File: src/rtl/change_dispenser.sv
// Coin-return driver: greedy 5/2/1 change ejection with per-tube stock
// tracking, timed solenoid pulses and a done/shortfall report.
module change_dispenser #(
    parameter int PULSE_CYCLES = 4,
    parameter int GAP_CYCLES   = 4,
    parameter int TUBE_DEPTH   = 15
) (
    input  logic       clk,
    input  logic       rst,
    input  logic       start,
    input  logic [7:0] amount,
    input  logic       refill,
    output logic       eject5,
    output logic       eject2,
    output logic       eject1,
    output logic       busy,
    output logic       done,
    output logic       shortfall,
    output logic [7:0] remaining,
    output logic [3:0] tube5_cnt,
    output logic [3:0] tube2_cnt,
    output logic [3:0] tube1_cnt
);

    localparam int TMAX = (PULSE_CYCLES > GAP_CYCLES) ? PULSE_CYCLES : GAP_CYCLES;
    localparam int TW   = (TMAX > 1) ? $clog2(TMAX) : 1;
    localparam logic [TW-1:0] PULSE_LAST = TW'(PULSE_CYCLES - 1);
    localparam logic [TW-1:0] GAP_LAST   = TW'(GAP_CYCLES - 1);
    localparam logic [3:0]    FULL       = 4'(TUBE_DEPTH);

    typedef enum logic [2:0] {
        S_IDLE,
        S_SELECT,
        S_EJECT,
        S_GAP,
        S_FINISH
    } state_t;

    typedef enum logic [1:0] {
        C_NONE,
        C_5,
        C_2,
        C_1
    } coin_t;

    state_t        state_q, state_d;
    coin_t         coin_q, coin_d;
    logic [TW-1:0] timer_q, timer_d;
    logic [7:0]    rem_q, rem_d;
    logic [3:0]    t5_q, t5_d;
    logic [3:0]    t2_q, t2_d;
    logic [3:0]    t1_q, t1_d;
    logic          short_q, short_d;

    always_comb begin
        state_d = state_q;
        coin_d  = coin_q;
        timer_d = timer_q;
        rem_d   = rem_q;
        t5_d    = t5_q;
        t2_d    = t2_q;
        t1_d    = t1_q;
        short_d = short_q;
        unique case (state_q)
            S_IDLE: begin
                if (start) begin
                    rem_d   = amount;
                    state_d = S_SELECT;
                end else if (refill) begin
                    t5_d = FULL;
                    t2_d = FULL;
                    t1_d = FULL;
                end
            end
            S_SELECT: begin
                timer_d = '0;
                // Greedy: largest coin that fits and is still in stock
                if (rem_q == 8'd0) begin
                    short_d = 1'b0;
                    state_d = S_FINISH;
                end else if (rem_q >= 8'd5 && t5_q != 4'd0) begin
                    coin_d  = C_5;
                    rem_d   = rem_q - 8'd5;
                    t5_d    = t5_q - 4'd1;
                    state_d = S_EJECT;
                end else if (rem_q >= 8'd2 && t2_q != 4'd0) begin
                    coin_d  = C_2;
                    rem_d   = rem_q - 8'd2;
                    t2_d    = t2_q - 4'd1;
                    state_d = S_EJECT;
                end else if (t1_q != 4'd0) begin
                    coin_d  = C_1;
                    rem_d   = rem_q - 8'd1;
                    t1_d    = t1_q - 4'd1;
                    state_d = S_EJECT;
                end else begin
                    short_d = 1'b1;
                    state_d = S_FINISH;
                end
            end
            S_EJECT: begin
                if (timer_q == PULSE_LAST) begin
                    timer_d = '0;
                    state_d = S_GAP;
                end else begin
                    timer_d = timer_q + 1'b1;
                end
            end
            S_GAP: begin
                if (timer_q == GAP_LAST) begin
                    timer_d = '0;
                    state_d = S_SELECT;
                end else begin
                    timer_d = timer_q + 1'b1;
                end
            end
            S_FINISH: begin
                state_d = S_IDLE;
            end
            default: begin
                state_d = S_IDLE;
            end
        endcase
    end

    always_ff @(posedge clk) begin
        if (rst) begin
            state_q <= S_IDLE;
            coin_q  <= C_NONE;
            timer_q <= '0;
            rem_q   <= 8'd0;
            t5_q    <= FULL;
            t2_q    <= FULL;
            t1_q    <= FULL;
            short_q <= 1'b0;
        end else begin
            state_q <= state_d;
            coin_q  <= coin_d;
            timer_q <= timer_d;
            rem_q   <= rem_d;
            t5_q    <= t5_d;
            t2_q    <= t2_d;
            t1_q    <= t1_d;
            short_q <= short_d;
        end
    end

    assign eject5    = (state_q == S_EJECT) && (coin_q == C_5);
    assign eject2    = (state_q == S_EJECT) && (coin_q == C_2);
    assign eject1    = (state_q == S_EJECT) && (coin_q == C_1);
    assign busy      = (state_q != S_IDLE);
    assign done      = (state_q == S_FINISH);
    assign shortfall = (state_q == S_FINISH) && short_q;
    assign remaining = rem_q;
    assign tube5_cnt = t5_q;
    assign tube2_cnt = t2_q;
    assign tube1_cnt = t1_q;

endmodule

File: config.mk
export PLATFORM = sky130hd
export DESIGN_NAME = change_dispenser
export DESIGN_NICKNAME = d
export VERILOG_FILES = /design/src/rtl/change_dispenser.sv
export SDC_FILE = /design/constraint.sdc
export NUM_CORES = 1
export LEC_CHECK = 0
export CAP_MARGIN = 20
export CORE_MARGIN = 2
export CORE_UTILIZATION = 55
export CTS_BUF_LIST = sky130_fd_sc_hd__clkbuf_8
export CTS_CLUSTER_DIAMETER = 40
export CTS_CLUSTER_SIZE = 8
export DETAILED_ROUTE_END_ITERATION = 8
export PLACE_DENSITY_LB_ADDON = 0.25
export RECOVER_POWER = 50
export SLEW_MARGIN = 20
export SYNTH_ARGS = -nofsm -noshare
export SYNTH_HDL_FRONTEND = slang
export SYNTH_SLANG_ARGS = --single-unit
File: constraint.sdc
create_clock -name clk -period 4.2 [get_ports clk]
set_clock_uncertainty 0.05 [all_clocks]
set_input_delay 0.84 -clock clk [delete_from_list [all_inputs] [get_ports clk]]
set_output_delay 0.84 -clock clk [all_outputs]
set_load 0.01 [all_outputs]
==> impl_results.md <==
- Fillers: 298
- Clock buffer depth: 2
- Final cell count without fillers: 305
- Max-slew violations: 0
- Crit path DAT: 1.90 ns
- F_max: 359 MHz
- Vias in the first global route: 1,607
- Worst-path clk slew: 0.10 ns
- Worst slew margin: 9.97%
- Crit Path Class: flip-flop to output port
- Initial Utilization: 57.7%
- Detailed-route via count: 1,808
- Syn_nets: 253
- Syn Std Cell Area: 1940 um^2
- Synth async-reset ratio: 0%
- Dpl cells: 301
- Startpoint types: flip-flop
- Layout area overhead: 21.9%
- Final #Nets: 284
- Post-Synth XOR/XNOR Area: 4.51%
- Die extent in y: 63.4 um
- DRT Wirelength: 4.45 mm
- Final Hold Fails: 0
- Worst Setup End Kind: output port
- Antenna violations before repair: 0
- Setup TNS: 0 ns
- Post-synth EDFFs: 0
- GRT Overall Usage: 23.6%
- Number of gates resized after CTS: 0
- Hold path cells: 2
- # rows: 21
- Remaining antenna violation count after routing: 0
- Hold Path End: timer_q[1]
- RSZ-0062 raised after global routing: false
- DIE WIDTH: 63.4 um
- Vias per std cell: 5.93
- First-pass GRT wire length: 7.82 mm
- Diodes inserted: 0
- H-tree depth: 1
- #FFs+latches synth: 28
- Post-route cell area: 2360 um^2
- Worst-margin pin slew: 1.35 ns
- Critical Path Fanout Max: 9
- Compound-Gate Fraction of Synth Area: 29.0%
- CTS tree: built
- Reg2reg start: state_q[0]
- # DRC: 0
- Setup slack, reg-to-reg: 1.45 ns
- Post-DR wirelength/cell: 14.6 um
- Hold crit path type: flip-flop to flip-flop
- Later-pin clock latency in the skew report: 0.28 ns
- WHS: 0.441 ns
- Synth Area in Adders: 7.74%
- Pleak: 0.000844 uW
- Worst reg-to-reg path cell count: 5
- Setup Fix Bufs, Post-CTS: 0
- Layout cells sized above 1: 9.65%
- CTS Root Cell: clkbuf_8
- Placed Area: 2310 um^2
- Cells after Synth: 229
- Core Region: 3360 um^2
- Routability cong.: 0.916
- Post-DP HPWL: 3.27 mm
- Hold_buf cts: 0
- Largest net degree at the start of global routing: 25
- Status: finished clean
- Clock period minus worst slack: 2.79 ns
- Seq/Total Area, Yosys: 28.9%
- Drt pass-1 iters: 5
- Gr ovfl total: 0
- Sink Count: 28
- Tcrit/Tclk final: 66.4%
- CTS buffer count: 3
- Final setup fails: 0
- Post-synthesis mux area share: 1.55%
- R2R Path End: tube5_cnt[2]
- Largest family of logic cells by synthesized area: compound AO/OA/AOI/OAI gates
- Starting DRC count in detailed routing: 100
- Pwr Density: 391 nW/um^2
- Ys Warns: 0
- Max-cap violations: 0
- I/O pins: 38
- Die area: 4020 um^2
- Post-synth cell types: 58
- Syn Area/Cell: 8.47 um^2
- Top_reg_cell synth: dfxtp_1
- Worst hold path startpoint: timer_q[1]
- Port Buffers: 37
- WP data required: 3.31 ns
- Post-Synth Simple-Gate Area: 22.4%
- Maximum VDD drop: 0.000248 V
[state kept, by name, summed over array words and instances, names as in the netlist]
register   cells
state_q        3
coin_q         2
timer_q        2
tube5_cnt      4
remaining      8
short_q        1
tube2_cnt      4
tube1_cnt      4
[kinds of logic after synthesis]
| kind of cell | after synthesis |
|---|---|
| xor+xnor | 10 |
| fa+ha+maj | 12 |
| buf+inv | 26 |
| compound gates | 66 |
| flops | 28 |
| mux | 3 |
| simple gates | 84 |
[cell usage in the layout, fill, tap and decap left out, types with 3 or more instances in the layout]
master	count
clkdlybuf4s50_1	16
and3_1	3
ha_1	12
a21oi_1	11
dlygate4sd3_1	21
a211oi_1	6
a2111oi_2	3
dfxtp_1	28
mux2i_1	3
inv_1	15
nor3_1	8
o21ai_0	6
nand2_1	28
clkbuf_8	3
or3_1	4
a31oi_1	4
a22oi_1	3
o211ai_1	3
xnor2_1	8
nor2_1	15
nor2b_1	3
a21oi_2	3
nand3_1	7
a211oi_2	3
[worst max-delay path: stages (launching register included)]
cell and delay (ns):
dfxtp_1 0.50, nor2b_1 0.26, nand2_1 0.10, nor3b_1 0.20, clkdlybuf4s50_1 0.56
[per-stage QoR]
stage          util, %  total power, uW  setup slack, ns
5_1_grt           70.3              982             1.16
3_3_place_gp      68.7              710             1.47
4_1_cts           70.8              934             1.41
3_5_place_dp      68.7              717             1.41
6_report          70.3              924             1.41
2_1_floorplan        -              613             1.89
[worst max path at each step]
stage,end,cells past startpoint,startpoint,slack (ns)
3_3_place_gp,tube2_cnt[1],7,start,1.47
4_1_cts,eject1,4,state_q[1],1.41
6_report,eject1,4,state_q[1],1.41
5_1_grt,tube5_cnt[2],6,state_q[2],1.16
3_5_place_dp,tube1_cnt[1],7,start,1.41
2_1_floorplan,remaining[5],8,remaining[1],1.89
[per-layer routing]
layer | share of wire (%) | global-route usage [%]
met2 | 47 | 38.8
met3 | 4.3 | 3.39
met1 | 48 | 33.5
met4 | 0.47 | 3.53
met5 | 0 | 0
[synth_stat cells (3+ instances only)]
cell,count,share of area (%)
and3_1,3,0.97
mux2i_1,3,1.5
a2111oi_2,3,2.3
a31oi_1,4,1.3
dfxtp_1,28,29
a22oi_1,3,1.2
a211oi_1,4,1.5
nand2_1,28,5.4
a211oi_2,4,2.6
or3_1,4,1.3
inv_1,15,2.9
a21oi_2,3,1.4
a21oi_1,11,2.8
nor3_1,8,2.1
ha_1,12,7.7
xnor2_1,8,3.6
nand3_1,7,1.8
nor2b_1,3,0.97
o21ai_0,6,1.5
clkbuf_1,6,1.2
nor2_1,15,2.9
o211ai_1,3,1.2
[area by class of cell]
cell class	count	area [um^2]	area share, %
Clock buffer	3	41.3	1.75
Clock inverter	1	30.0	1.27
Inverter	15	56.3	2.38
Multi-Input combinational cell	175	1250	52.8
Sequential cell	28	561	23.7
Tap cell	46	57.6	2.43
Timing Repair Buffer	37	370	15.7
[power breakdown]
group	internal, uW	total, uW	leakage (uW)	switching (uW)
clock network	128	218	0.0000357	89.7
registers	290	331	0.000229	41.4
logic	155	375	0.000579	220
total	573	924	0.000844	351
Power figures use the tool's default switching activity.
